File: src/rtl/segment_scan_ctrl_if.sv
// Display-sequencer bus: control/data sources in, scan phase, digit mask and
// latched display word out. The controller takes the slave side.
interface segment_scan_ctrl_if;
  logic        enable;
  logic        edit_mode;
  logic [1:0]  edit_field;
  logic        blink_sync;
  logic [11:0] time_data;
  logic [11:0] set_data;
  logic [2:0]  byte_status;
  logic [3:0]  segment_byte_control;
  logic [11:0] data_show;
  logic        frame_tick;

  modport master (
    output enable, edit_mode, edit_field, blink_sync, time_data, set_data,
    input  byte_status, segment_byte_control, data_show, frame_tick
  );

  modport slave (
    input  enable, edit_mode, edit_field, blink_sync, time_data, set_data,
    output byte_status, segment_byte_control, data_show, frame_tick
  );
endinterface

File: src/rtl/segment_scan_ctrl.sv
// Scan sequencer for a 4-digit 7-segment display: steps the scan phase, blinks
// the digits of the field being edited and latches the shown word only at
// frame boundaries so the display never tears.
module segment_scan_ctrl #(
  parameter int unsigned SCAN_DIV     = 1000,
  parameter int unsigned BLINK_FRAMES = 250
) (
  input logic                clock,
  input logic                reset,
  segment_scan_ctrl_if.slave bus
);

  localparam int unsigned PreW = (SCAN_DIV > 1) ? $clog2(SCAN_DIV) : 1;
  localparam int unsigned BlkW = (BLINK_FRAMES > 1) ? $clog2(BLINK_FRAMES) : 1;
  localparam logic [PreW-1:0] PreLast  = PreW'(SCAN_DIV - 1);
  localparam logic [BlkW-1:0] BlkLast  = BlkW'(BLINK_FRAMES - 1);
  localparam logic [5:0]      FieldMax = 6'd59;

  typedef enum logic {PhVisible, PhHidden} blink_phase_e;

  logic [PreW-1:0] prescaler_q, prescaler_d;
  logic [2:0]      byte_status_q, byte_status_d;
  logic            frame_tick_q, frame_tick_d;
  logic [11:0]     data_show_q, data_show_d;
  logic            load_pending_q, load_pending_d;
  logic [BlkW-1:0] blink_cnt_q, blink_cnt_d;
  blink_phase_e    blink_phase_q, blink_phase_d;
  logic [3:0]      mask_q, mask_d;
  logic [1:0]      edit_field_q;

  logic        step;
  logic        wrap;
  logic        edit_change;
  logic [11:0] src;

  function automatic logic [5:0] sat_field(input logic [5:0] f);
    return (f > FieldMax) ? FieldMax : f;
  endfunction

  assign step        = bus.enable && (prescaler_q == PreLast);
  assign wrap        = step && (byte_status_q == 3'd7);
  assign edit_change = (bus.edit_field != edit_field_q);
  assign src         = bus.edit_mode ? bus.set_data : bus.time_data;

  // Next-state for scan, data latch, blink and the digit mask.
  always_comb begin
    prescaler_d    = prescaler_q;
    byte_status_d  = byte_status_q;
    frame_tick_d   = 1'b0;
    data_show_d    = data_show_q;
    load_pending_d = load_pending_q;
    blink_cnt_d    = blink_cnt_q;
    blink_phase_d  = blink_phase_q;
    mask_d         = 4'b0000;

    if (!bus.enable) begin
      // Display off: scan parked at phase 0, next enable reloads the word.
      prescaler_d    = '0;
      byte_status_d  = 3'd0;
      blink_cnt_d    = '0;
      blink_phase_d  = PhVisible;
      load_pending_d = 1'b1;
    end else begin
      prescaler_d  = step ? '0 : prescaler_q + PreW'(1);
      frame_tick_d = wrap;
      if (step) begin
        byte_status_d = byte_status_q + 3'd1;
      end
      if (wrap || load_pending_q) begin
        data_show_d    = {sat_field(src[11:6]), sat_field(src[5:0])};
        load_pending_d = 1'b0;
      end
      // A restart request wins over a toggle falling on the same frame.
      if (bus.blink_sync || edit_change) begin
        blink_cnt_d   = '0;
        blink_phase_d = PhVisible;
      end else if (wrap) begin
        if (blink_cnt_q == BlkLast) begin
          blink_cnt_d   = '0;
          blink_phase_d = (blink_phase_q == PhVisible) ? PhHidden : PhVisible;
        end else begin
          blink_cnt_d = blink_cnt_q + BlkW'(1);
        end
      end
      // Mask follows the phase being registered now, so both change together.
      mask_d = 4'b1111;
      if (blink_phase_d == PhHidden) begin
        if (bus.edit_field[0]) mask_d[1:0] = 2'b00;
        if (bus.edit_field[1]) mask_d[3:2] = 2'b00;
      end
    end
  end

  // State registers with synchronous reset.
  always_ff @(posedge clock) begin
    if (reset) begin
      prescaler_q    <= '0;
      byte_status_q  <= 3'd0;
      frame_tick_q   <= 1'b0;
      data_show_q    <= 12'd0;
      load_pending_q <= 1'b1;
      blink_cnt_q    <= '0;
      blink_phase_q  <= PhVisible;
      mask_q         <= 4'b0000;
      edit_field_q   <= 2'b00;
    end else begin
      prescaler_q    <= prescaler_d;
      byte_status_q  <= byte_status_d;
      frame_tick_q   <= frame_tick_d;
      data_show_q    <= data_show_d;
      load_pending_q <= load_pending_d;
      blink_cnt_q    <= blink_cnt_d;
      blink_phase_q  <= blink_phase_d;
      mask_q         <= mask_d;
      edit_field_q   <= bus.edit_field;
    end
  end

  assign bus.byte_status          = byte_status_q;
  assign bus.segment_byte_control = mask_q;
  assign bus.data_show            = data_show_q;
  assign bus.frame_tick           = frame_tick_q;

endmodule

File: src/flat_wrapper.sv
// flat-port wrapper written by rule: the top's interface ports become plain ports
module segment_scan_ctrl_flat 
#(
  parameter int unsigned SCAN_DIV     = 1000,
  parameter int unsigned BLINK_FRAMES = 250
)
  (clock, reset, bus_enable, bus_edit_mode, bus_edit_field, bus_blink_sync, bus_time_data, bus_set_data, bus_byte_status, bus_segment_byte_control, bus_data_show, bus_frame_tick);
  segment_scan_ctrl_if bus_i ();
  input logic clock;
  input logic reset;
  input wire logic [$bits(bus_i.enable)-1:0] bus_enable;
  input wire logic [$bits(bus_i.edit_mode)-1:0] bus_edit_mode;
  input wire logic [$bits(bus_i.edit_field)-1:0] bus_edit_field;
  input wire logic [$bits(bus_i.blink_sync)-1:0] bus_blink_sync;
  input wire logic [$bits(bus_i.time_data)-1:0] bus_time_data;
  input wire logic [$bits(bus_i.set_data)-1:0] bus_set_data;
  output wire logic [$bits(bus_i.byte_status)-1:0] bus_byte_status;
  output wire logic [$bits(bus_i.segment_byte_control)-1:0] bus_segment_byte_control;
  output wire logic [$bits(bus_i.data_show)-1:0] bus_data_show;
  output wire logic [$bits(bus_i.frame_tick)-1:0] bus_frame_tick;
  assign bus_i.enable = bus_enable;
  assign bus_i.edit_mode = bus_edit_mode;
  assign bus_i.edit_field = bus_edit_field;
  assign bus_i.blink_sync = bus_blink_sync;
  assign bus_i.time_data = bus_time_data;
  assign bus_i.set_data = bus_set_data;
  assign bus_byte_status = bus_i.byte_status;
  assign bus_segment_byte_control = bus_i.segment_byte_control;
  assign bus_data_show = bus_i.data_show;
  assign bus_frame_tick = bus_i.frame_tick;
  segment_scan_ctrl #(.SCAN_DIV(SCAN_DIV), .BLINK_FRAMES(BLINK_FRAMES)) u_core (.clock(clock), .reset(reset), .bus(bus_i));
endmodule
File: config.mk
export PLATFORM = sky130hd
export DESIGN_NAME = segment_scan_ctrl_flat
export DESIGN_NICKNAME = d
export VERILOG_FILES = /design/src/rtl/segment_scan_ctrl_if.sv /design/src/rtl/segment_scan_ctrl.sv /design/src/flat_wrapper.sv
export SDC_FILE = /design/constraint.sdc
export NUM_CORES = 1
export LEC_CHECK = 0
export CELL_PAD_IN_SITES_DETAIL_PLACEMENT = 0
export CELL_PAD_IN_SITES_GLOBAL_PLACEMENT = 2
export CORE_MARGIN = 10
export CORE_UTILIZATION = 30
export CTS_BUF_LIST = sky130_fd_sc_hd__clkbuf_16
export CTS_CLUSTER_SIZE = 25
export DETAILED_ROUTE_END_ITERATION = 10
export HOLD_SLACK_MARGIN = 0.08
export PLACE_DENSITY_LB_ADDON = 0.1
export SYNTH_ARGS = -nofsm -noshare
export SYNTH_HDL_FRONTEND = slang
export SYNTH_SLANG_ARGS = --single-unit
File: constraint.sdc
create_clock -name clock -period 5.1 [get_ports clock]
set_clock_uncertainty 0.05 [all_clocks]
set_input_delay 1.02 -clock clock [delete_from_list [all_inputs] [get_ports clock]]
set_output_delay 1.02 -clock clock [all_outputs]
set_load 0.05 [all_outputs]
==> impl_metrics.yaml <==
outcome:
  outcome: "completed"
die:
  die_w_um: 98.5
  coreArea_mm2: 0.00596
  rows: 28
  die_h_um: 98.5
  die_area_mm2: 0.00970
  start_util: 0.310
  io_pins: 51
synth:
  synth_top_area_frac: 0.433
  ys_top_cells_by_area: "dfxtp_1, nor2_1, mux2i_1"
  synthArstFlopShare: 0
  synthCells: 205
  ys_seq_area_frac: 0.433
  synth_area_mm2: 0.00185
  netlist-cell-type-count: 42
  synth_edf_count: 0
  synth_fp_nets: 241
  synth_common_cells: "dfxtp_1, nor2_1, nand2_1, a21oi_1, mux2i_1"
  yosysTopAreaCell: "dfxtp_1"
  ys_ff_latch: 40
  synthFlopType: "dfxtp_1"
  synth_area_per_cell_um2: 9.01
  synth_warnings: 0
  synth.most_common_cell: "dfxtp_1"
critical_path:
  crit_path_max_incr_delay_ps: 620
  critPathKind: "input port to flip-flop"
  critPathMaxFanout: 6
  start_kind: "input port"
  arrival_ps: 2820
  crit_buf_inv: 1
  critPathSlowestCell: "nor4_1"
  crit_path_cell_trace: "clkdlybuf4s50_1, nand3b_1, nor4_1, nand2_1, xnor2_1, a31oi_1"
  cp-end-kind: "flip-flop"
  crit_family: "simple AND/OR/NAND/NOR gates"
  worst_ep_required_time_ps: 5200
cells_and_area:
  design_area_mm2: 0.00252
  antenna_cells: 0
  drive_above_1_share: 0.0591
  syn_to_final_growth_pct: 36.2
  fin_nets: 289
  fillCellCount: 612
sta:
  hold_viol: 0
  setup_violations: 0
  slew_violations: 0
  fin_crit_sh: 0.534
  setup_tns_ps: 0
  whs_ps: 397
  fmax_mhz: 367
  max_slew.worst_pin.slew_ps: 795
  relSlewSlack: 0.465
  rsz0062_at_grt: "no"
  post-route-min-period_ps: 2720
routing:
  post_drt_via_cell_ratio: 4.71
  wirelength_um: 4610
  route.detailed.drc: 0
  vias: 1550
  ant_nets: 0
  wl_per_cell_um: 14.0
  dr.first_iter.drc_count: 61
  drt-pass1-iter-count: 4
clocking:
  clockRootBuffer: "clkbuf_16"
  htree_levels: 2
  clk_pin_slew_ps: 50
  tritoncts: "built"
  clock-sinks: 40
  cts_resized: 0
  clock_latency_ps: 280
  cts_setup_buffers: 0
  clockBufferDepth: 2
  hold_buffers: 0
  cts_made_buffers: 5
power:
  power_frac_seq: 0.451
  totalPowerFinal_mw: 0.728
  p_switching_mw: 0.181
  swShare: 0.249
  power_frac_comb: 0.151
  intPower_mw: 0.547
  clkPwrFrac: 0.399
  power.density_mw_per_mm2: 289
  ir_worst_vdd_v: 0.000153
  cellLeakagePower_nw: 0.937
grt:
  grt_util_met1: 0.118
  overflow: 0
  first_global_vias: 1641
  grt_pass1_wl_um: 7890
  grt_max_degree: 23
  antenna_found_initial: 0
  grt_use_total: 0.0977
  use_met3: 0.0426
  busiest_layer: "met2"
  grt_use_met2: 0.151
worst_hold_path:
  hold_path.class: "flip-flop to flip-flop"
flow_run:
  max-cap-violations: 0
placement:
  placed_area_mm2: 0.00238
  dp_hpwl_um: 3560
  port_buffers: 50
  gp_congestion: 0.678
==> power groups by stage <==
stage / logic [mW] / clock network, mW / registers, mW
2_1_floorplan: 0.0353 / 0 / 0.363
3_3_place_gp: 0.112 / 0 / 0.335
3_5_place_dp: 0.111 / 0 / 0.335
4_1_cts: 0.112 / 0.301 / 0.328
5_1_grt: 0.119 / 0.314 / 0.329
6_report: 0.110 / 0.291 / 0.328
==> cell type report <==
| type | instances | area (um^2) | share of cell area |
|---|---|---|---|
| repair buffers | 50 | 500 | 0.199 |
| multi-input cells | 153 | 973 | 0.387 |
| clock inverters | 3 | 11.3 | 0.00448 |
| flip-flops and latches | 40 | 801 | 0.318 |
| inverters | 3 | 11.3 | 0.00448 |
| clock buffers | 5 | 125 | 0.0497 |
| well taps | 75 | 93.8 | 0.0373 |
==> kinds of logic (layout without fill, tap and decap cells) <==
| group | count (synthesis) | after routing | synth area share |
|---|---|---|---|
| AO/OA/AOI/OAI | 33 | 33 | 0.123 |
| buffers and inverters | 12 | 61 | 0.0399 |
| multiplexers | 12 | 12 | 0.0664 |
| AND/OR/NAND/NOR | 91 | 91 | 0.247 |
| XOR/XNOR | 12 | 12 | 0.0569 |
| adder cells (fa/ha/maj) | 5 | 5 | 0.0339 |
| flip-flops | 40 | 40 | 0.433 |
==> worst paths after layout <==
kind              slack, ps                              from                                            end  cells past startpoint
setup / recovery       2380                        bus_enable  u_core.bus.segment_byte_control[1]$_SDFF_PP0_                      6
hold / removal          400  u_core.prescaler_q[0]$_SDFF_PP0_               u_core.prescaler_q[0]$_SDFF_PP0_                      1
setup reg to reg       2890  u_core.prescaler_q[0]$_SDFF_PP0_  u_core.bus.segment_byte_control[1]$_SDFF_PP0_                      6
hold reg to reg         400  u_core.prescaler_q[0]$_SDFF_PP0_               u_core.prescaler_q[0]$_SDFF_PP0_                      1
==> registers in the layout (all words and copies together) (netlist names) <==
name,cells
u_core.bus.frame_tick,1
u_core.bus.byte_status,3
u_core.blink_cnt_q,8
u_core.blink_phase_q,1
u_core.load_pending_q,1
u_core.bus.data_show,12
u_core.prescaler_q,10
u_core.edit_field_q,2
u_core.bus.segment_byte_control,2
==> stage by stage <==
| step | setup slack, ps | util | instances |
|---|---|---|---|
| after floorplan | 2830 | - | 205 |
| after global placement | 2140 | 0.400 | 321 |
| after detailed placement | 2110 | 0.400 | 321 |
| after CTS | 2380 | 0.422 | 329 |
| after global routing | 2090 | 0.422 | 329 |
| final | 2380 | 0.422 | 329 |
==> cells in the final DEF (no fill, tap or decap), types with 2 or more instances in the layout <==
cell type | netlist | layout
xnor2_1 | 6 | 6
a211oi_1 | 4 | 4
nand3_1 | 9 | 9
clkinv_1 | 1 | 2
mux2i_1 | 10 | 10
nor4_1 | 2 | 2
a311oi_1 | 4 | 4
nor2_1 | 36 | 36
o21ai_0 | 4 | 4
xor2_1 | 6 | 6
clkdlybuf4s50_1 | 0 | 50
a21oi_1 | 12 | 12
a31oi_1 | 4 | 4
a311oi_2 | 2 | 2
and3_1 | 3 | 3
nor3_1 | 5 | 5
clkbuf_16 | 0 | 5
nor2b_1 | 4 | 4
nand2_1 | 18 | 18
inv_1 | 2 | 4
ha_1 | 5 | 5
mux2_2 | 2 | 2
nand2b_1 | 3 | 3
dfxtp_1 | 40 | 40
==> per-layer routing <==
metal / up-vias / routed length (um)
met5: - / 0
met4: 0 / 55
met3: 5 / 291
met2: 31 / 2110
met1: 698 / 2150
li1: 816 / -
No activity file was read; power rests on OpenSTA's default activity.
